[config.mk]
export PLATFORM = sky130hd
export DESIGN_NAME = frec_medidor
export DESIGN_NICKNAME = d
export VERILOG_FILES = /design/src/rtl/mdf_pkg.sv /design/src/rtl/frec_medidor_detector_flanco.sv /design/src/rtl/frec_medidor.sv
export SDC_FILE = /design/constraint.sdc
export NUM_CORES = 1
export LEC_CHECK = 0
export ABC_CLOCK_PERIOD_IN_PS = 3810
export BUFFER_PORTS_ARGS = -buffer_cell sky130_fd_sc_hd__buf_2
export CAP_MARGIN = 20
export CORE_MARGIN = 10
export CORE_UTILIZATION = 55
export DETAILED_ROUTE_END_ITERATION = 8
export PLACE_DENSITY_LB_ADDON = 0.3
export SYNTH_ARGS = -nofsm -noshare
export SYNTH_HDL_FRONTEND = slang
export SYNTH_SLANG_ARGS = --single-unit
[constraint.sdc]
create_clock -name clk -period 3.81 [get_ports clk]
set_input_delay 0.381 -clock clk [delete_from_list [all_inputs] [get_ports clk]]
set_output_delay 0.381 -clock clk [all_outputs]
set_load 0.01 [all_outputs]
[src/rtl/mdf_pkg.sv]
// mdf_pkg: shared constants and FSM states for the MDF divider and its frequency meter
package mdf_pkg;
  localparam int MDF_CODE_W = 4;
  localparam int MDF_HMAX = 16;
  typedef enum logic {ESPERA, MIDE} estado_t;
endpackage

[src/rtl/frec_medidor_detector_flanco.sv]
// detector_flanco: input stage and both-edge strobe; FRECMED_SYNC_EN adds a 2-flop synchronizer
module detector_flanco (
  input  logic clk,
  input  logic rst,
  input  logic entrada,
  output logic flanco
);
  logic s, s_prev;
`ifdef FRECMED_SYNC_EN
  logic meta;
  // two-flop synchronizer feeding the edge-detect register
  always_ff @(posedge clk or posedge rst)
    if (rst) begin
      meta <= 1'b0;
      s <= 1'b0;
      s_prev <= 1'b0;
    end else begin
      meta <= entrada;
      s <= meta;
      s_prev <= s;
    end
`else
  // single input register for synchronous stimulus
  always_ff @(posedge clk or posedge rst)
    if (rst) begin
      s <= 1'b0;
      s_prev <= 1'b0;
    end else begin
      s <= entrada;
      s_prev <= s;
    end
`endif
  assign flanco = s != s_prev;
endmodule

[src/rtl/frec_medidor.sv]
// frec_medidor: measures the half-period of a square wave and decodes the MDF code (sync stage: FRECMED_SYNC_EN)
module frec_medidor
  import mdf_pkg::*;
#(
  parameter int CNT_W = 16,
  parameter int N_CONF = 2
) (
  input  logic                  clk,
  input  logic                  rst,
  input  logic                  entrada,
  output logic [CNT_W-1:0]      q,
  output logic [MDF_CODE_W-1:0] codigo,
  output logic                  valido,
  output logic                  error
);
  localparam int CONF_W = $clog2(N_CONF + 1);
  localparam logic [CNT_W-1:0] CNT_MAX = '1;
  localparam logic [CNT_W-1:0] HMAX = CNT_W'(MDF_HMAX);
  localparam logic [CONF_W-1:0] CONF_MAX = CONF_W'(N_CONF);
  logic flanco, en_rango, err_n;
  logic [CNT_W-1:0] cnt, dif;
  logic [CONF_W-1:0] conf, conf_n;
  estado_t estado;
  detector_flanco u_det (
    .clk(clk),
    .rst(rst),
    .entrada(entrada),
    .flanco(flanco)
  );
  // judge the half just completed against the previous one
  always_comb begin
    en_rango = cnt != '0 && cnt <= HMAX;
    dif = cnt > q ? cnt - q : q - cnt;
    err_n = !en_rango || (conf != '0 && dif > CNT_W'(1));
    conf_n = (en_rango && cnt == q) ? (conf == CONF_MAX ? conf : conf + CONF_W'(1)) : CONF_W'(1);
  end
  // half-period counter: restarts at 1 on every edge, saturates when the wave stalls
  always_ff @(posedge clk or posedge rst)
    if (rst) cnt <= '0;
    else cnt <= flanco ? CNT_W'(1) : (cnt == CNT_MAX ? cnt : cnt + CNT_W'(1));
  // measurement FSM with registered results; an edge takes priority over the timeout
  always_ff @(posedge clk or posedge rst)
    if (rst) begin
      estado <= ESPERA;
      q <= '0;
      codigo <= '0;
      conf <= '0;
      error <= 1'b0;
      valido <= 1'b0;
    end else if (estado == ESPERA) begin
      if (flanco) estado <= MIDE;
    end else if (flanco) begin
      q <= cnt;
      if (en_rango) codigo <= cnt[MDF_CODE_W-1:0] - MDF_CODE_W'(1);
      conf <= conf_n;
      error <= err_n;
      valido <= conf_n == CONF_MAX && !err_n;
    end else if (cnt == CNT_MAX) begin
      q <= CNT_MAX;
      conf <= '0;
      error <= 1'b1;
      valido <= 1'b0;
      estado <= ESPERA;
    end
endmodule

==> results of run 1 <==
flip-flops by register name (all words and copies together), names as in the netlist:
register	flops
error	1
q	16
cnt	16
u_det.s	1
valido	1
codigo	4
u_det.s_prev	1
conf	2
estado	1
worst paths after layout:
kind                               from  slack [ns]           end  depth (start not counted)
worst min-delay path            entrada        0.20       u_det.s                          1
worst max-delay path               q[0]        0.35         error                         12
max in group asynchronous           rst        3.24        cnt[3]                          3
worst max register to register     q[0]        0.35         error                         12
min in group asynchronous           rst        0.21       cnt[12]                          3
worst min register to register  u_det.s        0.45  u_det.s_prev                          0
metal layers:
| layer | share of wire | vias to the layer above | global-route usage |
|---|---|---|---|
| met5 | 0 | - | 0 |
| met4 | 0.013 | 0 | 0.0504 |
| met3 | 0.037 | 11 | 0.0261 |
| met2 | 0.46 | 68 | 0.271 |
| met1 | 0.49 | 1494 | 0.245 |
| li1 | - | 1548 | - |
where the power goes:
part	leakage [nW]	total, mW	switching [mW]	internal (mW)
registers	0.547	0.569	0.0557	0.514
clock network	0.0515	0.312	0.146	0.165
logic	1.15	0.825	0.488	0.337
Yosys cell counts (4+ instances only):
master / n
clkbuf_1: 10
nand2_1: 33
a21oi_1: 25
nand4_1: 12
dfrtp_1: 43
o21ai_0: 13
nor3_1: 8
nor4_1: 6
xor2_1: 8
nand3_1: 13
o211ai_1: 4
a31oi_1: 6
xnor2_1: 21
ha_1: 36
a21o_1: 8
o21ai_1: 6
o22a_1: 17
nand2b_1: 6
inv_1: 42
buf_2: 4
nor2_1: 37
worst max-delay path, cell delays in order (launching register included):
cell      delay (ns)
dfrtp_1         0.42
ha_1            0.25
fa_1            0.40
nand2b_1        0.22
a211oi_2        0.32
o21ai_1         0.15
a31oi_1         0.43
buf_4           0.25
o311ai_0        0.13
a31oi_1         0.22
xor2_1          0.20
a41oi_2         0.16
o22a_1          0.21
cell type report:
| class | count | area, sq um |
|---|---|---|
| Fill cell | 524 | 2460 |
| Multi-Input combinational cell | 319 | 2280 |
| Sequential cell | 43 | 1080 |
| Timing Repair Buffer | 32 | 180 |
| Inverter | 42 | 158 |
| Clock buffer | 8 | 100 |
| Tap cell | 77 | 96.3 |
through the flow:
| stage | setup WS [ns] | cells |
|---|---|---|
| final | 0.354 | 521 |
| after global routing | 0.148 | 521 |
| after floorplan | 0.586 | 422 |
| after global placement | 0.565 | 513 |
| after detailed placement | 0.358 | 513 |
| after CTS | 0.355 | 521 |
cell families after synthesis:
family          Yosys count  share of synthesized area
compound gates          115                      0.236
xor+xnor                 29                     0.0705
fa+ha+maj                38                      0.136
buf+inv                  60                     0.0701
flops                    43                      0.299
mux                       1                    0.00312
simple gates            136                      0.186
==> results.toml, run 1 <==
[synthesis]
netlist_top_cells_area = "dfrtp_1 (30%), ha_1 (12%), xnor2_1 (5.1%)"
synthFlopType = "dfrtp_1"
syn_area_sq_um = 3600
ys_seq_elements = 43
synth_edf_count = 0
synth-async-reset-ratio = 1.00
avgSynthCellArea_sq_um = 8.54
synth.top_cell.area_share = 0.299
seq_area_frac_synth = 0.299
syn-num-nets = 463
yosysTopAreaCell = "dfrtp_1"
yosys_warnings = 0
synth_cells = 422
synth.distinct_cells = 66

[layout]
n_antenna_cell = 0
mostFrequentLayoutCells = "dfrtp_1 (43), inv_1 (41), nor2_1 (37)"
fin_nets = 484
final_common_cell = "dfrtp_1"
synthToLayoutAreaGrowth_pct = 7.81
final_core_util = 0.612
drive_gt1_frac = 0.122
stdcell_area_sq_um = 3890

[worst_setup_path]
crit_fanout = 9
critPathArrivalTime_ns = 3.64
end_kind = "register"
cp.required_ns = 3.99
start_kind = "register"
crit_type = "register to register"

[sta]
clock_skew_ns = 0.00883
relSlewSlack = 0.525
rsz0062_at_grt = "no"
min_period_over_period = 0.907
tightest_slew_ns = 0.707
fin_crit_ns = 3.46
whs_ns = 0.197
hold_violations = 0
setup_violations = 0
setup_tns_ns = 0
slew_violations = 0
fmax_ghz = 0.289

[cts]
cts-htree-levels = 2
cts_buffers = 5
clk_latency_ns = 0.29
cts_num_sinks = 43
ctsHoldBuffers = 0
post_cts_resized = 0
path_clk_slew_ns = 0.08
cts_tree = "built"
post-cts-setup-buffer-count = 0
cts_buffer_depth = 2
ctsRootBufferMaster = "clkbuf_8"

[global_route]
grt_pass1_wl_mm = 14.9
grt_overflow_total = 0
grt_pass1_vias = 3031
grt_max_degree = 44
grtUsageTotal = 0.175
antenna_found_initial = 0

[place]
port-buffer-count = 24
place_congestion = 0.913
dpl.hpwl_mm = 6.74
placed_area_sq_um = 3790

[floorplan]
start_util = 0.568
die_w_microns = 101
ios = 25
dieHeight_microns = 101
coreArea_sq_um = 6350
die_area_sq_um = 10200
rows = 29

[detailed_routing]
routed_wl_mm = 8.69
dr.pass1.iters = 4
drt_iter0_drc = 167
vias = 3121
wl_per_cell_microns = 16.7
drtAntennaViolNets = 0
drc = 0
post_drt_via_cell_ratio = 5.99

[power_and_ir_drop]
leakage_nw = 1.75
vdd_drop_max_mv = 0.327
total_power_mw = 1.71
powerDensity_nw_per_um2 = 439

[hold_path]
hold_path_class = "input pin to register"

[flow_run]
cap_violations = 0

[run_status]
outcome = "finished clean"
No activity file was read; power rests on OpenSTA's default activity.
==> inputs of run 2 (changes only) <==
PLACE_DENSITY = 0.83   (was not set)
PLACE_DENSITY_LB_ADDON = not set   (was 0.3)
==> run 2 against run 1 <==
Against the previous run:
- clock-buffer cell count fell by 2
- first-iteration DRC count rose by 34%
- fmax fell by 1.5%
- non-clock buffer count fell by 2
- combinational power rose by 0.6%
- register-to-register slack got worse by 0.05 ns
==> results.toml, run 2 (same netlist as run 1, synthesis figures left out) <==
[layout]
fin_nets = 482
nFillCells = 523
mostFrequentLayoutCells = "dfrtp_1 (43), inv_1 (41), nor2_1 (37)"
final_common_cell = "dfrtp_1"
seqCellArea_sq_um = 1080
fin_cells = 519
final_core_util = 0.615
reg_top3 = "cnt: 16 flops, q: 16 flops, codigo: 4 flops"
n_antenna_cell = 0
drive_gt1_frac = 0.118
synthToLayoutAreaGrowth_pct = 8.30
multi_input_area_sq_um = 2280

[cts]
cts_num_sinks = 43
path_clk_slew_ns = 0.09
post-cts-setup-buffer-count = 0
cts-htree-levels = 2
ctsHoldBuffers = 0
cts_tree = "built"
clk_latency_ns = 0.30
ctsRootBufferMaster = "clkbuf_8"
cts_buffers = 5
cts_buffer_depth = 2
post_cts_resized = 0

[power_and_ir_drop]
power.internal_mw = 1.11
vdd_drop_max_mv = 0.370
seq_power_share = 0.313
powerDensity_nw_per_um2 = 465
swShare = 0.387
clkPwrFrac = 0.230
total_power_mw = 1.82
comb_power_share = 0.457
leakage_nw = 1.75
switching_power_mw = 0.703

[worst_setup_path]
reg2reg_depth = 11
slowest_stage = "a31oi_1"
start_kind = "register"
crit_type = "register to register"
reg2reg_from = "q[0]"
cp.required_ns = 4.01
critPathArrivalTime_ns = 3.70
reg2reg_slack_ns = 0.30
r2r_end = "error"
crit_fanout = 7
worstPathCellList = "ha_1 -> fa_1 -> nand2b_1 -> a211oi_2 -> o21ai_1 -> a31oi_1 -> mux2_2 -> a31oi_1 -> xor2_1 -> a41oi_2 -> o22a_1"
end_kind = "register"
max_stage_delay_ns = 0.49
crit_top_cell = "a31oi_1"

[sta]
relSlewSlack = 0.552
clock_skew_ns = 0.0113
tightest_slew_ns = 0.671
fmax_ghz = 0.285
setup_tns_ns = 0
slew_violations = 0
rsz0062_at_grt = "no"
setup_violations = 0
hold_violations = 0
min_period_over_period = 0.921
fin_crit_ns = 3.51

[detailed_routing]
drt_iter0_drc = 223
post_drt_via_cell_ratio = 6.16
drc = 0
drtAntennaViolNets = 0
dr.pass1.iters = 5
routed_wl_mm = 8.91
wl_per_cell_microns = 17.2
vias = 3195

[place]
place_congestion = 0.933
dpl.hpwl_mm = 6.74
dp_cells = 511
port-buffer-count = 24

[global_route]
antenna_found_initial = 0
grtUsageTotal = 0.176
grt_overflow_total = 0
grt_max_degree = 44
grt_pass1_wl_mm = 14.9
grt_pass1_vias = 2962

[run_status]
outcome = "finished clean"

[floorplan]
die_area_sq_um = 10200
start_util = 0.568
ios = 25
rows = 29
coreArea_sq_um = 6350
die_w_microns = 101
dieHeight_microns = 101

[hold_path]
hold_path_class = "input pin to register"
holdPathEnd = "u_det.s"
whs_path_depth = 1
min_from = "entrada"

[flow_run]
cap_violations = 0
-- run 2: cell count changes in the layout (fill, tap and decap cells not counted), sizes merged --
| cell | delta |
|---|---|
| buf | -2 |
| bufinv | +2 |
| clkbuf | -2 |
-- run 2: metal layers --
layer / share of wire / vias to the layer above / GRT usage
met5: 0 / - / 0
met4: 0.015 / 0 / 0.0450
met3: 0.042 / 12 / 0.0213
met2: 0.49 / 92 / 0.287
met1: 0.46 / 1550 / 0.241
li1: - / 1541 / -
-- run 2: worst max-delay path by stage --
stage	startpoint	depth (start not counted)	slack (ns)	to
2_1_floorplan	cnt[0]	13	0.59	error
3_3_place_gp	q[0]	12	0.46	valido
3_5_place_dp	q[0]	11	0.36	error
4_1_cts	q[0]	11	0.34	error
5_1_grt	q[0]	11	0.03	error
6_report	q[0]	11	0.30	error
-- run 2: cell type report --
type,count,share of cell area
Timing Repair Buffer,30,0.0423
Clock buffer,6,0.0186
Multi-Input combinational cell,319,0.583
Inverter,42,0.0404
Clock inverter,2,0.0154
Tap cell,77,0.0247
Sequential cell,43,0.276
-- run 2: power by group through the flow --
| stage | Clock, mW | Sequential (mW) | Combinational, mW |
|---|---|---|---|
| final | 0.418 | 0.567 | 0.830 |
| after global routing | 0.439 | 0.579 | 0.918 |
| after CTS | 0.423 | 0.567 | 0.825 |
| after detailed placement | 0 | 0.577 | 0.818 |
| after global placement | 0 | 0.573 | 0.800 |
| after floorplan | 0 | 0.595 | 0.604 |
-- run 2: worst max-delay path, delay by kind of cell (launching register included) --
family | cells | cell delay [ns]
AOI/OAI and AO/OA | 6 | 1.52
xor gates and xnor gates | 1 | 0.20
adders and majority gates | 2 | 0.65
DFF | 1 | 0.41
muxes | 1 | 0.40
and+or+nand+nor | 1 | 0.23
-- run 2: stage by stage --
stage	worst slack (ns)	cell area, sq um	hold slack, ns
floorplan	0.586	3600	0.410
global placement	0.458	3770	0.423
detailed placement	0.365	3770	0.436
CTS	0.339	3900	0.186
global route	0.0271	3900	0.186
finish	0.302	3900	0.192
